`src/rtl/fetch_pkg.sv`:
```
// rtl/fetch_pkg.sv - shared types and constants for the instruction fetch queue
package fetch_pkg;

    localparam int PARCEL_W = 16;
    localparam int FQ_VA = 32;

    // Fetch PC after reset, halfword granular (bits VA-1:1)
    localparam logic [FQ_VA-1:1] FQ_RESET_PC = '0;

    // One queue entry: returned parcel plus the PC it was fetched from
    typedef struct packed {
        logic [PARCEL_W-1:0] parcel;
        logic [FQ_VA-1:1]    pc;
    } fq_entry_t;

    // Packed entry width for an arbitrary virtual address width
    function automatic int entry_width(input int va);
        return PARCEL_W + va - 1;
    endfunction

endpackage

```
`src/rtl/fq_fifo.sv`:
```
// rtl/fq_fifo.sv - small in-order FIFO with clear, used as the parcel queue
module fq_fifo #(
    parameter int DEPTH = 4,
    parameter int W     = 8
) (
    input  logic                   clk,
    input  logic                   reset,
    input  logic                   clear,
    input  logic                   push,
    input  logic [W-1:0]           push_data,
    input  logic                   pop,
    output logic [W-1:0]           head_data,
    output logic                   full,
    output logic                   empty,
    output logic [$clog2(DEPTH):0] occ
);

    localparam int PW = $clog2(DEPTH);
    localparam logic [PW:0] FULL_COUNT = (PW+1)'(DEPTH);

    logic [W-1:0]  mem [DEPTH];
    logic [PW-1:0] rd_ptr;
    logic [PW-1:0] wr_ptr;
    logic [PW:0]   count;
    logic          do_push;
    logic          do_pop;

    // Clear wins over both push and pop; pop on empty is a no-op
    assign do_push = push && !full && !clear;
    assign do_pop  = pop && !empty && !clear;

    // Storage is write-only on push and is never reset; emptiness is tracked by count
    always_ff @(posedge clk) begin
        if (do_push) begin
            mem[wr_ptr] <= push_data;
        end
    end

    // Pointers wrap naturally (DEPTH is a power of two); count holds 0..DEPTH
    always_ff @(posedge clk or negedge reset) begin
        if (!reset) begin
            rd_ptr <= '0;
            wr_ptr <= '0;
            count  <= '0;
        end else if (clear) begin
            rd_ptr <= '0;
            wr_ptr <= '0;
            count  <= '0;
        end else begin
            if (do_push) begin
                wr_ptr <= wr_ptr + PW'(1);
            end
            if (do_pop) begin
                rd_ptr <= rd_ptr + PW'(1);
            end
            case ({do_push, do_pop})
                2'b10:   count <= count + (PW+1)'(1);
                2'b01:   count <= count - (PW+1)'(1);
                default: count <= count;
            endcase
        end
    end

    assign full      = (count == FULL_COUNT);
    assign empty     = (count == '0);
    assign occ       = count;
    assign head_data = mem[rd_ptr];

endmodule

```
`src/rtl/fetch_queue.sv`:
```
// rtl/fetch_queue.sv - sequential parcel prefetch with credit-limited issue and redirect flush
module fetch_queue
    import fetch_pkg::*;
#(
    parameter int             VA       = FQ_VA,
    parameter int             DEPTH    = 4,
    parameter int             MAXOUT   = 2,
    parameter logic [VA-1:1]  RESET_PC = FQ_RESET_PC
) (
    input  logic                clk,
    input  logic                reset,
    output logic                req_valid,
    output logic [VA-1:1]       req_addr,
    input  logic                req_ready,
    input  logic                rsp_valid,
    input  logic [PARCEL_W-1:0] rsp_data,
    input  logic                redirect,
    input  logic [VA-1:1]       redirect_pc,
    output logic                iready,
    output logic [PARCEL_W-1:0] inst,
    output logic [VA-1:1]       inst_pc,
    input  logic                consume
);

    localparam int PW = $clog2(DEPTH);
    localparam int CW = $clog2(MAXOUT + 1);
    localparam int EW = entry_width(VA);
    localparam logic [PW+1:0] DEPTH_LIM  = (PW+2)'(DEPTH);
    localparam logic [CW:0]   MAXOUT_LIM = (CW+1)'(MAXOUT);

    logic [VA-1:1]       fpc;
    logic [VA-1:1]       rpc;
    logic [CW-1:0]       live;
    logic [CW-1:0]       stale;
    logic [PW:0]         occ;
    logic                fifo_full;
    logic                fifo_empty;
    logic [EW-1:0]       head_data;
    logic [PARCEL_W-1:0] head_parcel;
    logic [VA-1:1]       head_pc;
    logic [PW+1:0]       credit_sum;
    logic [CW:0]         out_sum;
    logic                accept;
    logic                push;
    logic                pop;
    logic                rsp_stale;
    logic                redir_drop;

    // Queue slots already promised (filled + live in flight) and total memory requests in flight
    assign credit_sum = {1'b0, occ} + (PW+2)'(live);
    assign out_sum    = {1'b0, live} + {1'b0, stale};

    // Issue only when a queue slot is reserved for the reply and the memory has room
    assign req_valid = reset && !redirect && (credit_sum < DEPTH_LIM) && (out_sum < MAXOUT_LIM);
    assign req_addr  = fpc;
    assign accept    = req_valid && req_ready;

    // Responses drain stale (pre-redirect) requests first, then fill the queue
    assign push       = rsp_valid && !redirect && (stale == '0) && (live != '0);
    assign rsp_stale  = rsp_valid && !redirect && (stale != '0);
    assign redir_drop = rsp_valid && (out_sum != '0);
    assign pop        = consume && !fifo_empty && !redirect;

    // Fetch/response PCs and in-flight accounting; redirect turns all live requests stale
    always_ff @(posedge clk or negedge reset) begin
        if (!reset) begin
            fpc   <= RESET_PC;
            rpc   <= RESET_PC;
            live  <= '0;
            stale <= '0;
        end else if (redirect) begin
            fpc   <= redirect_pc;
            rpc   <= redirect_pc;
            live  <= '0;
            stale <= redir_drop ? CW'(out_sum - (CW+1)'(1)) : CW'(out_sum);
        end else begin
            if (accept) begin
                fpc <= fpc + (VA-1)'(1);
            end
            if (push) begin
                rpc <= rpc + (VA-1)'(1);
            end
            case ({accept, push})
                2'b10:   live <= live + CW'(1);
                2'b01:   live <= live - CW'(1);
                default: live <= live;
            endcase
            if (rsp_stale) begin
                stale <= stale - CW'(1);
            end
        end
    end

    fq_fifo #(
        .DEPTH (DEPTH),
        .W     (EW)
    ) u_fifo (
        .clk       (clk),
        .reset     (reset),
        .clear     (redirect),
        .push      (push),
        .push_data ({rsp_data, rpc}),
        .pop       (pop),
        .head_data (head_data),
        .full      (fifo_full),
        .empty     (fifo_empty),
        .occ       (occ)
    );

    assign {head_parcel, head_pc} = head_data;

    // Head comes straight from registered storage; forced to zero while empty
    assign iready  = !fifo_empty;
    assign inst    = fifo_empty ? '0 : head_parcel;
    assign inst_pc = fifo_empty ? '0 : head_pc;

    a_no_overflow: assert property (@(posedge clk) disable iff (!reset) !(push && fifo_full));

endmodule
```
`config.mk`:
```
export PLATFORM = sky130hd
export DESIGN_NAME = fetch_queue
export DESIGN_NICKNAME = d
export VERILOG_FILES = /design/src/rtl/fetch_pkg.sv /design/src/rtl/fq_fifo.sv /design/src/rtl/fetch_queue.sv
export SDC_FILE = /design/constraint.sdc
export NUM_CORES = 1
export LEC_CHECK = 0
export BUFFER_PORTS_ARGS = -buffer_cell sky130_fd_sc_hd__buf_2
export CAP_MARGIN = 10
export CORE_AREA = 10 10 157 159
export DETAILED_ROUTE_END_ITERATION = 7
export DIE_AREA = 0 0 167 169
export PLACE_DENSITY = 0.75
export RECOVER_POWER = 50
export SLEW_MARGIN = 25
export SYNTH_ARGS = -nofsm -noshare
export SYNTH_HDL_FRONTEND = slang
export SYNTH_HIERARCHICAL = 1
export SYNTH_SLANG_ARGS = --single-unit
```
`constraint.sdc`:
```
create_clock -name clk -period 3.45 [get_ports clk]
set_input_delay 0.345 -clock clk [delete_from_list [all_inputs] [get_ports clk]]
set_output_delay 0.345 -clock clk [all_outputs]
set_load 0.05 [all_outputs]
```
==> results of run 1 <==
## synth_stat cells (all sizes together), types with 2 or more instances
cell	count	area, um2
mux2	5	56.3
edfxtp	188	5650
mux4	47	1070
and4	5	43.8
o22ai	2	12.5
o21ai	48	240
o211ai	18	140
clkbuf	26	97.6
nor2b	48	300
nand4	15	93.8
a211oi	2	15.0
a21oi	10	50.1
mux2i	4	40.0
a31oi	6	37.5
and3	14	87.6
nor3b	2	15.0
nand3	32	160
nor4	4	55.1
xor2	14	123
or4	4	37.5
nor2	30	113
nor3	14	70.1
ha	10	125
a21boi	2	15.0
xnor2	19	166
and2	10	62.6
buf	16	133
nand2	58	220
fa	2	40.0
or3	5	31.3
o311ai	18	158
nand2b	6	37.5
inv	20	75.1
a41oi	9	78.8
o21a	2	15.0
dfrtp	73	1830
## worst max-delay path by stage
stage,from,to
after global routing,stale[1],u_fifo/occ[1]
after CTS,stale[1],u_fifo/mem[3][40]
final,stale[1],u_fifo/occ[1]
after detailed placement,stale[1],u_fifo/mem[3][41]
after global placement,stale[1],u_fifo/mem[1][41]
after floorplan,stale[0],u_fifo/mem[0][0]
## cell families after synthesis
group                      count (synthesis)  synth area share, %
adders and majority gates                 12                 1.43
DFF                                      261                 64.5
and+or+nand+nor                          250                 11.8
xor gates and xnor gates                  33                 2.50
buffers and inverters                     63                 2.67
AOI/OAI and AO/OA                        123                 7.02
muxes                                     56                 10.0
## cell type report
class,instances,area [um2],area share [%]
clock buffer,40,743,5.56
tap,280,350,2.62
clock inverter,8,78.8,0.589
inverter,21,78.8,0.589
sequential,261,7480,55.9
timing repair buffer,151,837,6.26
multi-input combinational,474,3810,28.5
## power groups by stage
stage / Clock, mW / Combinational, mW / Sequential (mW)
after floorplan: 0 / 0.358 / 3.84
after global placement: 0 / 0.717 / 3.71
after detailed placement: 0 / 0.735 / 3.72
after CTS: 2.74 / 0.739 / 3.66
after global routing: 2.88 / 0.806 / 3.68
final: 2.69 / 0.723 / 3.66
## per-stage QoR
| step | hold slack [ps] | utilization (%) | area (um2) |
|---|---|---|---|
| after floorplan | 49.4 | - | 11600 |
| after global routing | 42.1 | 62.0 | 13400 |
| after global placement | 523 | 58.4 | 12600 |
| after CTS | 20.4 | 62.2 | 13400 |
| final | 54.4 | 62.0 | 13400 |
| after detailed placement | 519 | 58.4 | 12600 |
## critical path: cells and delay by family (launching register included)
kind / cells / cell delay [ps]
buffers and inverters: 2 / 130
adders and majority gates: 2 / 670
and+or+nand+nor: 2 / 630
DFF: 1 / 410
AOI/OAI and AO/OA: 5 / 1010
## routing by layer
layer	global-route usage (%)	part of all wire, %
met1	25.4	45
met2	28.3	47
met3	4.17	7.3
met4	3.40	1.1
met5	0	0
## flip-flops by register name (all words and copies together) (netlist names)
name	flops
stale	2
req_addr	31
u_fifo/mem	188
live	2
rpc	31
u_fifo/occ	3
u_fifo/wr_ptr	2
u_fifo/rd_ptr	2
## repair_timing
| action | 4_1_cts | 5_1_grt |
|---|---|---|
| setup endpoints to repair | 0 | 0 |
| endpoints found under the hold margin | 0 | 21 |
| hold buffers | 0 | 1 |
==> flow_metrics.tcl, run 1 <==
set metrics [dict create \
    holdCritStartpoint "redirect_pc[5]" \
    pwr-share-seq_pct 51.8 \
    clkPwrFrac_pct 38.0 \
    synth_edf_count 188 \
    p_int_mw 5.27 \
    hold_violations 0 \
    core_area_mm2 0.0216 \
    synth_seq_cells 261 \
    root_buffer "clkbuf_16" \
    synth_flop_cell "edfxtp_1" \
    leakage_nw 4.78 \
    cts_buffers 26 \
    diodes 0 \
    dpl.cell_count 1185 \
    r2r-end "u_fifo/occ[1]" \
    worst_path_largest_cell_delay_ps 580 \
    nets 1000 \
    cts-htree-levels 1 \
    io_pins 133 \
    async_flop_share_pct 28.0 \
    cts_setup_buffers 0 \
    cp_common_cell "inv_1" \
    grt_pass1_vias 7567 \
    setup_violations 0 \
    antenna_left 0 \
    max_slew_margin_pct 13.1 \
    die_x_um 167 \
    p_sw_share_pct 25.5 \
    dp_hpwl_um 17200 \
    skew_ps 11.4 \
    cts_tree "built" \
    worstPathArrival_ps 3390 \
    worstMarginPinSlew_ps 1300 \
    power.total_mw 7.07 \
    whs_path_depth 2 \
    crit_chain "inv_1 > ha_1 > o211ai_2 > nor2_1 > o21a_1 > nor3_1 > fa_1 > inv_1 > a311oi_1 > a21oi_1 > a211oi_1" \
    p_sw_mw 1.80 \
    r2r_start "stale[1]" \
    cts_sinks 261 \
    fmax_mhz 337 \
    r2r_slack_ps 490 \
    cap_violations 0 \
    slowest_stage "nor2_1" \
    setup_slack_ps 485 \
    rsz0062_at_grt "false" \
    overflow 0 \
    syn_area_mm2 0.0116 \
    ys_seq_area_share_pct 64.5 \
    viasPerCell 5.90 \
    status "completed" \
    reg2regPathDepth 11 \
    post_cts_resize_count 0 \
    grt_max_degree 74 \
    n_fill_cell 1592 \
    drt-initial-drc-count 505 \
    p_per_area_mw_per_mm2 529 \
    grt_pass1_wl_um 41800 \
    gp_congestion 0.844 \
    ir_worst_vdd_mv 0.344 \
    maxSlewViolCount 0 \
    syn_to_final_growth_pct 15.5 \
    start_util_pct 53.7 \
    min_to "rpc[5]" \
    worstPathRequired_ps 3870 \
    worstSetupEndpointType "flip-flop" \
    clk_path_buf_depth 3 \
    wl_um 25600 \
    grt_use_total_pct 18.0 \
    antenna_found_initial 0 \
    drt_pass1_iterations 5 \
    final_cell_mix "188 x edfxtp_1, 84 x buf_2, 71 x dfrtp_1" \
    syn_inst 798 \
    avgSynthCellArea_um2 14.5 \
    port_buffers 132 \
    final_common_cell "edfxtp_1" \
    period_needed_ps 2960 \
    vias 7281 \
    critical_path_class "flip-flop to flip-flop" \
    wl_per_cell_um 20.8 \
    ys_warn_count 6 \
    clock_latency_ps 530 \
    synth_cell_types 56 \
    fin_setup_tns_ps 0 \
    route.detailed.drc 0 \
    startpoint_type "flip-flop" \
    path_clk_slew_ps 60 \
    dp_worst_setup_slack_ps 512 \
    timing.final.crit_share_pct 85.9 \
    cp_max_fo 12 \
    final_cells 1235 \
    layout-drive-gt1-share_pct 21.2 \
    die_y_um 169 \
    num_rows 54 \
    synth_nets 863 \
    comb_power_share_pct 10.2 \
    die_area_mm2 0.0282 \
    min_path_type "primary input to flip-flop" \
]
(Power assumes the default switching activity.)
==> inputs of run 2 (changes only) <==
- CORE_AREA: 10 10 157 159 -> 2 2 143 145
- DIE_AREA: 0 0 167 169 -> 0 0 145 147
- PLACE_DENSITY: 0.75 -> 0.79
- SYNTH_HIERARCHICAL: 1 -> unset
==> flow_metrics.tcl, run 2 <==
set metrics [dict create \
    fin_setup_tns_ps 0 \
    viasPerCell 6.08 \
    status "completed" \
    cap_violations 0 \
    synthMuxAreaShare_pct 10.1 \
    grt_max_degree 73 \
    io_pins 133 \
    worstPathRequired_ps 3110 \
    synth_edf_count 188 \
    p_int_mw 5.83 \
    crit_chain "ha_1 > fa_1 > or4_4 > or3b_4 > nor2_1 > buf_2" \
    die_x_um 145 \
    avgSynthCellArea_um2 14.6 \
    p_per_area_mw_per_mm2 638 \
    drt_pass1_iterations 7 \
    vias 7328 \
    cts_tree "built" \
    critPathTopFamily "simple AND/OR/NAND/NOR gates" \
    dpl.cell_count 1157 \
    ys_top_cells_by_area "edfxtp_1 50%, dfrtp_1 16%, mux4_2 9.3%, and2_1 3.1%, nand2_1 1.9%" \
    hold_violations 0 \
    synthTopCellsByCount "188 x edfxtp_1, 73 x dfrtp_1, 57 x and2_1" \
    cp_max_fo 6 \
    final_common_cell "edfxtp_1" \
    synth_flop_cell "edfxtp_1" \
    num_rows 52 \
    r2r_slack_ps 120 \
    start_util_pct 57.2 \
    whs_path_depth 3 \
    yosysTopAreaCell "edfxtp_1" \
    syn_area_mm2 0.0114 \
    p_sw_share_pct 30.9 \
    yosysMostFrequentCell "edfxtp_1" \
    root_buffer "clkbuf_16" \
    worstSetupEndpointType "output port" \
    worst_path_largest_cell_delay_ps 490 \
    path_clk_slew_ps 70 \
    synth_cell_types 47 \
    r2r-end "req_addr[19]" \
    grt_use_total_pct 24.0 \
    antenna_found_initial 0 \
    min_to "req_addr[8]" \
    clock_latency_ps 520 \
    ys_seq_area_share_pct 65.8 \
    reg2regPathDepth 7 \
    largest_register_ffs 188 \
    final_cell_mix "188 x edfxtp_1, 83 x buf_2, 71 x dfrtp_1" \
    grt_pass1_vias 7207 \
    n_fill_cell 1394 \
    startpoint_type "flip-flop" \
    rsz0062_at_grt "false" \
    final_cells 1206 \
    grt_pass1_wl_um 40200 \
    yosys.area_share.simple_pct 12.3 \
    r2r_start "stale[0]" \
    holdCritStartpoint "redirect_pc[8]" \
    gp_congestion 0.911 \
    die_y_um 147 \
    p_sw_mw 2.61 \
    cts_buffers 26 \
    slowest_stage "fa_1" \
    synth_top_family_by_area "simple AND/OR/NAND/NOR gates" \
    worstPathArrival_ps 3000 \
    clk_path_buf_depth 3 \
    cp_num_buf_inv 1 \
    synth_seq_cells 261 \
    ir_worst_vdd_mv 0.349 \
    overflow 0 \
    multiInputGateArea_mm2 0.00369 \
    dp_hpwl_um 15900 \
    synth_xor_area_share_pct 3.01 \
    min_path_type "primary input to flip-flop" \
    critical_path_class "flip-flop to output port" \
    nets 981 \
    max_slew_margin_pct 4.67 \
    synth-compound-area-share_pct 5.60 \
    async_flop_share_pct 28.0 \
    worstMarginPinSlew_ps 1430 \
    regMostFlops "u_fifo.mem" \
    clkPwrFrac_pct 34.2 \
    cts-htree-levels 1 \
    leakage_nw 4.74 \
    port_buffers 132 \
    yosysTopAreaCellShare_pct 49.7 \
    synthAdderAreaFrac_pct 1.45 \
    layout-drive-gt1-share_pct 21.8 \
    timing.final.crit_share_pct 96.9 \
    cts_setup_buffers 0 \
    pwr-share-seq_pct 44.1 \
    wl_per_cell_um 20.8 \
    maxSlewViolCount 0 \
    wl_um 25100 \
    core_area_mm2 0.0198 \
    cts_sinks 261 \
    ff_latch_area_mm2 0.00748 \
    syn_inst 777 \
    syn_to_final_growth_pct 16.7 \
    route.detailed.drc 0 \
    ys_warn_count 0 \
    period_needed_ps 3340 \
    synth_nets 842 \
    antenna_left 0 \
    diodes 0 \
    fmax_mhz 299 \
    comb_power_share_pct 21.7 \
    skew_ps 11.3 \
    drt-initial-drc-count 560 \
    die_area_mm2 0.0213 \
    setup_violations 0 \
]
## run 2: area by class of cell
| class | instances | share of cell area, % |
|---|---|---|
| flip-flops and latches | 261 | 56.4 |
| multi-input cells | 464 | 27.8 |
| clock buffers | 43 | 6.20 |
| repair buffers | 151 | 6.10 |
| well taps | 270 | 2.55 |
| clock inverters | 5 | 0.557 |
| inverters | 12 | 0.340 |
## run 2: tightest hold or removal path: stages
cell,delay [ps]
buf_2,90
nand2_1,60
nand3_1,60
## run 2: cell families (layout without fill, tap and decap cells)
group / after synthesis / count (layout)
compound gates: 96 / 96
simple gates: 262 / 262
fa+ha+maj: 12 / 12
mux: 55 / 55
flops: 261 / 261
buf+inv: 52 / 211
xor+xnor: 39 / 39
## run 2: power by group through the flow
stage | registers [mW] | clock network, mW | logic, mW
2_1_floorplan | 3.82 | 0 | 1.31
3_5_place_dp | 3.78 | 0 | 1.86
6_report | 3.72 | 2.89 | 1.84
4_1_cts | 3.72 | 2.93 | 1.87
3_3_place_gp | 3.77 | 0 | 1.83
5_1_grt | 3.75 | 3.05 | 1.97
## run 2: worst max-delay path by stage
stage / startpoint / slack, ps / cells after the start / end
3_5_place_dp: stale[0] / 100 / 7 / req_addr[19]
2_1_floorplan: stale[0] / 340 / 8 / req_addr[19]
3_3_place_gp: stale[0] / 250 / 7 / req_addr[19]
6_report: stale[0] / 110 / 6 / req_valid
4_1_cts: stale[0] / 90 / 7 / req_addr[19]
5_1_grt: stale[0] / 60 / 6 / req_valid
## run 2: metal layers
metal,global-route usage [%],up-vias,share of wire (%)
met1,34.4,3652,41
li1,-,3284,-
met3,3.32,51,7.6
met5,0,-,0
met4,7.13,0,2.1
met2,39.3,341,49
## run 2: through the flow
step	utilization, %	hold slack, ps	setup WS [ps]	total power, mW	area, um2
6_report	66.8	69.1	108	8.45	13300
2_1_floorplan	-	49.4	344	5.13	11400
5_1_grt	66.8	71.0	55.7	8.77	13300
4_1_cts	67.1	30.0	86.9	8.52	13300
3_5_place_dp	62.6	311	96.3	5.63	12400
3_3_place_gp	62.6	307	249	5.60	12400
## run 2: timing repair
item / 4_1_cts / 5_1_grt
hold buffers: 1 / 0
endpoints found under the setup margin: 0 / 1
resized for setup: 0 / 1
endpoints found under the hold margin: 16 / 0
